`src/rtl/if_fetch_queue.sv`:
```
// Instruction-fetch front end: fetch PC, 1-cycle IMEM issue, instruction queue, EX redirect flush.
// Optional macro IF_MISALIGN_CHECK_EN enables the sticky misaligned-redirect fault and fetch halt.
module if_fetch_queue #(
    parameter logic [31:0] RESET_PC   = 32'h0000_0000,
    parameter int          FIFO_DEPTH = 2
) (
    input  logic        CLK,
    input  logic        RSTN,
    output logic        IMEM_REQ,
    output logic [31:0] IMEM_ADDR,
    input  logic [31:0] IMEM_RDATA,
    input  logic        BR_TAKEN,
    input  logic [31:0] BR_TARGET,
    input  logic        ID_READY,
    output logic        VALID_IF,
    output logic [31:0] PC_IF,
    output logic [31:0] IDATA_IF,
    output logic [31:0] PC4_IF,
    output logic        FETCH_FAULT
);

    localparam int AW = (FIFO_DEPTH > 1) ? $clog2(FIFO_DEPTH) : 1;
    localparam int CW = AW + 1;
    localparam logic [CW:0] DEPTH_W = (CW + 1)'(FIFO_DEPTH);
    localparam logic [31:0] NOP = 32'h0000_0013;

    logic [31:0] fetch_pc;
    logic        inflight;
    logic [31:0] inflight_pc;
    logic        kill;
    logic [AW-1:0] rd_ptr;
    logic [AW-1:0] wr_ptr;
    logic [CW-1:0] count;

    logic [31:0] pc_mem   [FIFO_DEPTH];
    logic [31:0] data_mem [FIFO_DEPTH];

    logic        halt;
    logic        issue;
    logic        push;
    logic        pop;
    logic [CW:0] credit;
    logic [31:0] target;

    assign target = {BR_TARGET[31:2], 2'b00};

`ifdef IF_MISALIGN_CHECK_EN
    logic fault_q;

    always_ff @(posedge CLK or negedge RSTN) begin
        if (!RSTN) begin
            fault_q <= 1'b0;
        end else if (BR_TAKEN && (BR_TARGET[1:0] != 2'b00)) begin
            fault_q <= 1'b1;
        end
    end

    assign halt        = fault_q;
    assign FETCH_FAULT = fault_q;
`else
    logic unused_tgt;
    assign unused_tgt  = ^BR_TARGET[1:0];
    assign halt        = 1'b0;
    assign FETCH_FAULT = 1'b0;
`endif

    // Credit counts the in-flight read so a response always finds a free slot.
    assign credit   = {1'b0, count} + {{CW{1'b0}}, inflight};
    assign issue    = RSTN & ~BR_TAKEN & ~halt & (credit < DEPTH_W);
    assign push     = inflight & ~kill & ~BR_TAKEN;
    assign VALID_IF = (count != '0);
    assign pop      = VALID_IF & ID_READY & ~BR_TAKEN;

    assign IMEM_REQ  = issue;
    assign IMEM_ADDR = fetch_pc;

    assign PC_IF    = VALID_IF ? pc_mem[rd_ptr] : 32'h0;
    assign IDATA_IF = VALID_IF ? data_mem[rd_ptr] : NOP;
    assign PC4_IF   = PC_IF + 32'd4;

    always_ff @(posedge CLK or negedge RSTN) begin
        if (!RSTN) begin
            fetch_pc    <= RESET_PC;
            inflight    <= 1'b0;
            inflight_pc <= 32'h0;
            kill        <= 1'b0;
            rd_ptr      <= '0;
            wr_ptr      <= '0;
            count       <= '0;
        end else begin
            kill <= BR_TAKEN & inflight;
            if (BR_TAKEN) begin
                fetch_pc <= target;
                inflight <= 1'b0;
                rd_ptr   <= '0;
                wr_ptr   <= '0;
                count    <= '0;
            end else begin
                inflight <= issue;
                if (issue) begin
                    inflight_pc <= fetch_pc;
                    fetch_pc    <= fetch_pc + 32'd4;
                end
                if (push) begin
                    wr_ptr <= wr_ptr + 1'b1;
                end
                if (pop) begin
                    rd_ptr <= rd_ptr + 1'b1;
                end
                unique case ({push, pop})
                    2'b10:   count <= count + 1'b1;
                    2'b01:   count <= count - 1'b1;
                    default: count <= count;
                endcase
            end
        end
    end

    always_ff @(posedge CLK) begin
        if (push) begin
            pc_mem[wr_ptr]   <= inflight_pc;
            data_mem[wr_ptr] <= IMEM_RDATA;
        end
    end

endmodule

```
`config.mk`:
```
export PLATFORM = sky130hd
export DESIGN_NAME = if_fetch_queue
export DESIGN_NICKNAME = d
export VERILOG_FILES = /design/src/rtl/if_fetch_queue.sv
export SDC_FILE = /design/constraint.sdc
export NUM_CORES = 1
export LEC_CHECK = 0
export CELL_PAD_IN_SITES_DETAIL_PLACEMENT = 0
export CELL_PAD_IN_SITES_GLOBAL_PLACEMENT = 2
export CORE_ASPECT_RATIO = 1.4
export CORE_MARGIN = 2
export CORE_UTILIZATION = 34
export DETAILED_ROUTE_END_ITERATION = 10
export HOLD_SLACK_MARGIN = 0.06
export PLACE_DENSITY_LB_ADDON = 0.1
export SETUP_SLACK_MARGIN = 0.05
export SYNTH_ARGS = -nofsm -noshare
export SYNTH_HDL_FRONTEND = slang
export SYNTH_SLANG_ARGS = --single-unit
```
`constraint.sdc`:
```
create_clock -name CLK -period 8.8 [get_ports CLK]
set_clock_uncertainty 0.2 [all_clocks]
set_input_delay 1.32 -clock CLK [delete_from_list [all_inputs] [get_ports CLK]]
set_output_delay 1.32 -clock CLK [all_outputs]
set_load 0.1 [all_outputs]
```
==> impl_metrics.py, run 1 <==
metrics = {
    "clocking": {
        "postCtsResizedCells": 0,
        "cts.path.max_buffers": 2,
        "tritoncts": "done",
        "clk_pin_slew_worst_paths_ns": 0.07,
        "root_buffer": "clkbuf_16",
        "cts-hold-fix-buffers": 0,
        "post_cts_buffers": 0,
        "worst_skew_pair.late_latency_ns": 0.43,
        "clock_tree.htree_level_count": 4,
        "clock_sinks": 190,
        "cts_made_buffers": 17,
    },
    "pwr": {
        "cellPowerDensity_mw_per_mm2": 206,
        "leakagePower_nw": 3.94,
        "vdd_drop_max_v": 0.000139,
        "total_power_mw": 2.35,
    },
    "cells_and_area": {
        "utilization": 0.452,
        "filler_cell_count": 2342,
        "synthToLayoutAreaGrowth_pct": 31.2,
        "final_area_sq_mm": 0.0114,
        "antennaDiodeCount": 0,
        "final_common_cell": "clkdlybuf4s50_1",
        "nets": 905,
        "drive_above_1_share": 0.129,
        "most-common-layout-cells": "clkdlybuf4s50_1, edfxtp_1, nor2_1",
    },
    "yosys": {
        "synth-adder-area-share": 0.00287,
        "yosysUniqueCellTypes": 50,
        "synth_edf_count": 124,
        "synth_flop_type": "edfxtp_1",
        "synth-compound-area-share": 0.0383,
        "synthSimpleGateAreaFrac": 0.138,
        "main_combinational_cell_family_by_area_after_synthesis": "simple AND/OR/NAND/NOR gates",
        "synth_top_area_frac": 0.427,
        "post_synthesis_instance_area_sq_mm": 0.00871,
        "ys_warn_count": 0,
        "synth-seq-cells": 190,
        "yosys-mux-area-fraction": 0.115,
        "xor_xnor_portion_of_the_synthesized_cell_area": 0.0563,
        "syn_avg_cell_area_sq_um": 13.3,
        "seq_area_frac_synth": 0.617,
        "synth.area.top_cells": "edfxtp_1, dfrtp_1, mux2i_1",
        "synth_top_area_cell": "edfxtp_1",
        "synth_instances": 655,
        "synth-async-reset-ratio": 0.347,
    },
    "global_routing": {
        "grt_pass1_vias": 5851,
        "pin_count_of_the_biggest_net_entering_global_routing": 73,
        "grt_first_pass_wirelength_microns": 32200,
        "globalRouteTotalUtil": 0.151,
        "globalRoute.totalOverflow": 0,
        "grt_antenna_before_repair": 0,
    },
    "sta": {
        "worst_slew_margin_rel": 0.306,
        "setup_tns_ns": 0,
        "finalSetupViolCount": 0,
        "layout_min_cycle_time_ns": 6.33,
        "layout_setup_ws_ns": 2.47,
        "max_slew.worst_pin.slew_ns": 1.04,
        "setup_repair_after_global_routing_missed_its_margin": "false",
        "final_max_slew_viol_count": 0,
        "post-route-period-util": 0.719,
        "max_clock_freq_mhz": 158,
        "hold_viol": 0,
    },
    "critical_path": {
        "critical_path_class": "flop to output port",
        "worst-path-max-fanout": 45,
        "timing.critical_path.arrival_ns": 4.81,
        "cp.required_ns": 7.28,
        "timing.critical_path.to_type": "output port",
        "timing.critical_path.from_type": "flop",
    },
    "floorplan": {
        "io_pins": 199,
        "design.core.area_sq_mm": 0.0253,
        "fp.dieArea_sq_mm": 0.0269,
        "floorplan.die.width_microns": 139,
        "die_height_microns": 193,
        "start_util": 0.345,
        "std_cell_rows": 69,
    },
    "routing": {
        "drt_first_pass_iters": 6,
        "totalWireLength_microns": 20000,
        "detail_route_antenna_nets": 0,
        "routed_wire_length_per_instance_microns": 17.2,
        "drc_errors": 0,
        "first_iter_violations": 218,
        "average_via_count_per_standard_cell": 4.80,
        "detailroute.via_count": 5605,
    },
    "placement": {
        "place_ws_ns": 2.81,
        "placedInstanceArea_sq_mm": 0.0108,
        "finalWeightedCongestion": 0.754,
        "dp_hpwl_microns": 14300,
        "io_buffers": 189,
    },
    "status": {
        "status": "finished clean",
    },
    "worst_hold_path": {
        "hold_path.class": "flop to flop",
    },
    "flow_run": {
        "maxCapViolCount": 0,
    },
}
-- cell usage after synthesis (all sizes together) (2+ instances only) --
| library cell | instances |
|---|---|
| or3 | 4 |
| a211oi | 6 |
| nand4 | 22 |
| ha | 2 |
| edfxtp | 124 |
| nand3b | 6 |
| nand2 | 49 |
| xnor2 | 16 |
| and3 | 6 |
| a31oi | 4 |
| clkbuf | 11 |
| xor2 | 40 |
| nor3b | 2 |
| buf | 31 |
| nor3 | 10 |
| nor4 | 13 |
| a21oi | 2 |
| dfrtp | 66 |
| and4 | 4 |
| nor2 | 69 |
| inv | 8 |
| a2111oi | 2 |
| o21ai | 30 |
| mux2i | 63 |
| nand3 | 21 |
| and2 | 5 |
| mux2 | 33 |
-- final timing paths --
| check | startpoint | slack [ns] | depth (start not counted) | to |
|---|---|---|---|---|
| min in group asynchronous | RSTN | 0.75 | 1 | IMEM_ADDR[25] |
| max in group asynchronous | RSTN | 6.64 | 2 | rd_ptr |
| max reg2reg | count[1] | 6.20 | 5 | IMEM_ADDR[18] |
| min reg2reg | inflight_pc[30] | 0.27 | 0 | pc_mem[1][30] |
| max | rd_ptr | 2.47 | 7 | PC4_IF[22] |
| min | inflight_pc[30] | 0.27 | 0 | pc_mem[1][30] |
-- power by group --
group	total [mW]	switching (mW)	leakage (nW)	internal, mW
Combinational	0.501	0.362	1.73	0.139
Sequential	1.08	0.0563	1.93	1.03
Clock	0.770	0.345	0.280	0.425
Total	2.35	0.763	3.94	1.59
-- registers in the layout (all words and copies together), names as in the netlist --
signal and flops:
data_mem 64, pc_mem 60, IMEM_ADDR 30, inflight_pc 30, count 2, inflight 1
kill 1, rd_ptr 1, wr_ptr 1
-- worst max-delay path, stage by stage, from the launching register on --
cell             delay (ns)
dfrtp_4                0.83
buf_4                  0.61
mux2i_1                0.21
nor3b_2                0.30
nand3_1                0.52
nor4b_2                0.45
xor2_1                 0.19
clkdlybuf4s50_1        1.18
-- metal layers --
layer | share of wire | GRT usage | vias up
met5 | 0 | 0 | -
li1 | - | - | 2715
met4 | 0.016 | 0.0486 | 0
met1 | 0.43 | 0.193 | 2716
met3 | 0.048 | 0.0334 | 21
met2 | 0.50 | 0.256 | 153
-- stage by stage --
stage | hold slack, ns | cells
6_report | 0.272 | 1167
5_1_grt | 0.294 | 1167
4_1_cts | 0.278 | 1167
2_1_floorplan | 0.238 | 661
3_3_place_gp | 0.253 | 1135
3_5_place_dp | 0.256 | 1135
-- logic make-up (layout without fill, tap and decap cells) --
| logic type | after synthesis | after routing |
|---|---|---|
| AO/OA/AOI/OAI | 45 | 45 |
| XOR/XNOR | 56 | 56 |
| adder cells (fa/ha/maj) | 2 | 2 |
| buffers and inverters | 50 | 237 |
| flip-flops | 190 | 190 |
| multiplexers | 96 | 96 |
| other | 1 | 7 |
| AND/OR/NAND/NOR | 215 | 215 |
-- final cells by class --
cell class / count / area (sq um) / share of cell area
multi-input combinational: 421 / 3090 / 0.271
sequential: 190 / 5380 / 0.471
inverter: 8 / 30.0 / 0.00263
clock inverter: 14 / 158 / 0.0138
timing repair buffer: 197 / 1940 / 0.170
tap: 319 / 399 / 0.0349
clock buffer: 18 / 429 / 0.0375
No activity file was read; power rests on OpenSTA's default activity.
==> run 2: changes to the inputs <==
Clock period 8.8 ns to 6.2 ns, I/O delays scaled along.
==> run 2 against run 1 <==
  * Cell count hardly changed
  * Design area is 0.14% higher
  * Flip-flop and latch count did not move
  * Register-to-register slack got worse by 2.8 ns
  * Non-clock buffer count is 2 higher
  * First-iteration DRC count rose by 2.8%
  * Combinational power rose by 42%
  * Critical path type unchanged
  * Largest power group unchanged
==> impl_metrics.py, run 2 (same netlist as run 1, synthesis figures left out) <==
metrics = {
    "clocking": {
        "clock_sinks": 190,
        "cts_made_buffers": 17,
        "root_buffer": "clkbuf_16",
        "tritoncts": "done",
        "worst_skew_pair.late_latency_ns": 0.43,
        "cts-hold-fix-buffers": 0,
        "clk_pin_slew_worst_paths_ns": 0.07,
        "post_cts_buffers": 0,
        "clock_tree.htree_level_count": 4,
        "postCtsResizedCells": 0,
        "cts.path.max_buffers": 2,
    },
    "cells_and_area": {
        "final_common_cell": "clkdlybuf4s50_1",
        "synthToLayoutAreaGrowth_pct": 31.3,
        "final-seq-area_sq_mm": 0.00538,
        "registers.top_by_ff_count": "data_mem",
        "most-common-layout-cells": "clkdlybuf4s50_1, edfxtp_1, nor2_1",
        "final_area_sq_mm": 0.0114,
        "drive_above_1_share": 0.155,
        "largest_register_ffs": 64,
        "antennaDiodeCount": 0,
        "nets": 907,
        "registers_with_the_highest_flip_flop_counts": "data_mem x64, pc_mem x60",
        "multiInputGateArea_sq_mm": 0.00313,
        "filler_cell_count": 2346,
    },
    "critical_path": {
        "worst-path-max-fanout": 47,
        "regToRegSetupSlack_ns": 3.40,
        "timing.critical_path.to_type": "output port",
        "critical_path_class": "flop to output port",
        "cp_slowest_cell": "clkdlybuf4s50_1",
        "crit_buf_inv": 1,
        "rr_startpoint": "inflight",
        "timing.critical_path.arrival_ns": 4.09,
        "cp.required_ns": 5.07,
        "timing.critical_path.from_type": "flop",
        "timing.critical_path.slowest_cell_delay_ns": 1.18,
        "worst-r2r-cell-count": 3,
        "timing.critical_path.max_delay_family": "buffers and inverters",
        "cp_cell_sequence": "mux2i_1, a211oi_4, nand3_2, a2111oi_4, xor2_1, clkdlybuf4s50_1",
        "regToRegEndpoint": "data_mem[1][7]",
    },
    "global_routing": {
        "grt.met2_usage": 0.253,
        "gr_busiest_metal": "met2",
        "pin_count_of_the_biggest_net_entering_global_routing": 63,
        "met1_usage": 0.194,
        "globalRoute.totalOverflow": 0,
        "grt_antenna_before_repair": 0,
        "globalRouteTotalUtil": 0.151,
        "grt_pass1_vias": 5841,
        "grt.met3_usage": 0.0317,
        "grt_first_pass_wirelength_microns": 32100,
    },
    "worst_hold_path": {
        "hold-path-endpoint": "pc_mem[1][5]",
        "hold_path.class": "flop to flop",
        "hold_path.startpoint": "inflight_pc[5]",
        "cells_on_worst_hold_path": 0,
    },
    "routing": {
        "totalWireLength_microns": 19600,
        "first_iter_violations": 224,
        "detail_route_antenna_nets": 0,
        "detailroute.via_count": 5607,
        "routed_wire_length_per_instance_microns": 16.8,
        "drc_errors": 0,
        "average_via_count_per_standard_cell": 4.80,
        "drt_first_pass_iters": 4,
    },
    "floorplan": {
        "die_height_microns": 193,
        "design.core.area_sq_mm": 0.0253,
        "start_util": 0.345,
        "fp.dieArea_sq_mm": 0.0269,
        "floorplan.die.width_microns": 139,
        "std_cell_rows": 69,
        "io_pins": 199,
    },
    "sta": {
        "hold_viol": 0,
        "worst_slew_margin_rel": 0.303,
        "max_slew.worst_pin.slew_ns": 1.04,
        "setup_tns_ns": 0,
        "post-route-period-util": 0.843,
        "layout_min_cycle_time_ns": 5.22,
        "setup_repair_after_global_routing_missed_its_margin": "false",
        "final_max_slew_viol_count": 0,
        "finalSetupViolCount": 0,
        "max_clock_freq_mhz": 191,
    },
    "placement": {
        "finalWeightedCongestion": 0.769,
        "io_buffers": 189,
        "dp_hpwl_microns": 14400,
        "placedInstanceArea_sq_mm": 0.0109,
    },
    "status": {
        "status": "finished clean",
    },
    "pwr": {
        "vdd_drop_max_v": 0.000197,
        "cellPowerDensity_mw_per_mm2": 291,
        "leakagePower_nw": 3.96,
    },
    "flow_run": {
        "maxCapViolCount": 0,
    },
}
[run 2: cell count changes in the layout (fill, tap and decap cells not counted), sizes merged]
cell,change
clkinv,+1
clkinvlp,+1
buf,+18
clkdlybuf4s50,-16
inv,-3
[run 2: how the worst max path moves through the flow]
stage	endpoint	start	slack (ns)	cells past startpoint
2_1_floorplan	PC4_IF[14]	count[0]	0.08	13
3_3_place_gp	PC4_IF[21]	rd_ptr	1.35	6
3_5_place_dp	PC4_IF[21]	rd_ptr	1.34	6
4_1_cts	PC4_IF[21]	rd_ptr	0.86	6
5_1_grt	PC4_IF[21]	rd_ptr	0.71	6
6_report	PC4_IF[21]	rd_ptr	0.98	6
[run 2: area by class of cell]
| type | count | share of cell area |
|---|---|---|
| inverter | 8 | 0.00328 |
| clock buffer | 18 | 0.0375 |
| sequential | 190 | 0.470 |
| timing repair buffer | 199 | 0.167 |
| multi-input combinational | 421 | 0.274 |
| tap | 319 | 0.0349 |
| clock inverter | 13 | 0.0134 |
[run 2: routing by layer]
metal / share of wire / wire, microns
met3: 0.045 / 875
met5: 0 / 0
met1: 0.44 / 8700
met2: 0.50 / 9720
met4: 0.017 / 324
[run 2: per-stage QoR]
step                      hold WS (ns)  utilization  power (mW)  cells  setup WS (ns)
after floorplan                  0.238            -        2.08    661         0.0750
after global placement           0.253        0.429        2.27   1137           1.35
after detailed placement         0.258        0.429        2.29   1137           1.34
after CTS                        0.273        0.452        3.38   1168          0.859
after global routing             0.299        0.452        3.47   1168          0.705
final                            0.269        0.452        3.33   1168          0.976
[run 2: power breakdown]
part	leakage [nW]	internal (mW)	switching (mW)	total [mW]
registers	1.93	1.46	0.0806	1.54
clock network	0.279	0.601	0.476	1.08
logic	1.75	0.198	0.515	0.712
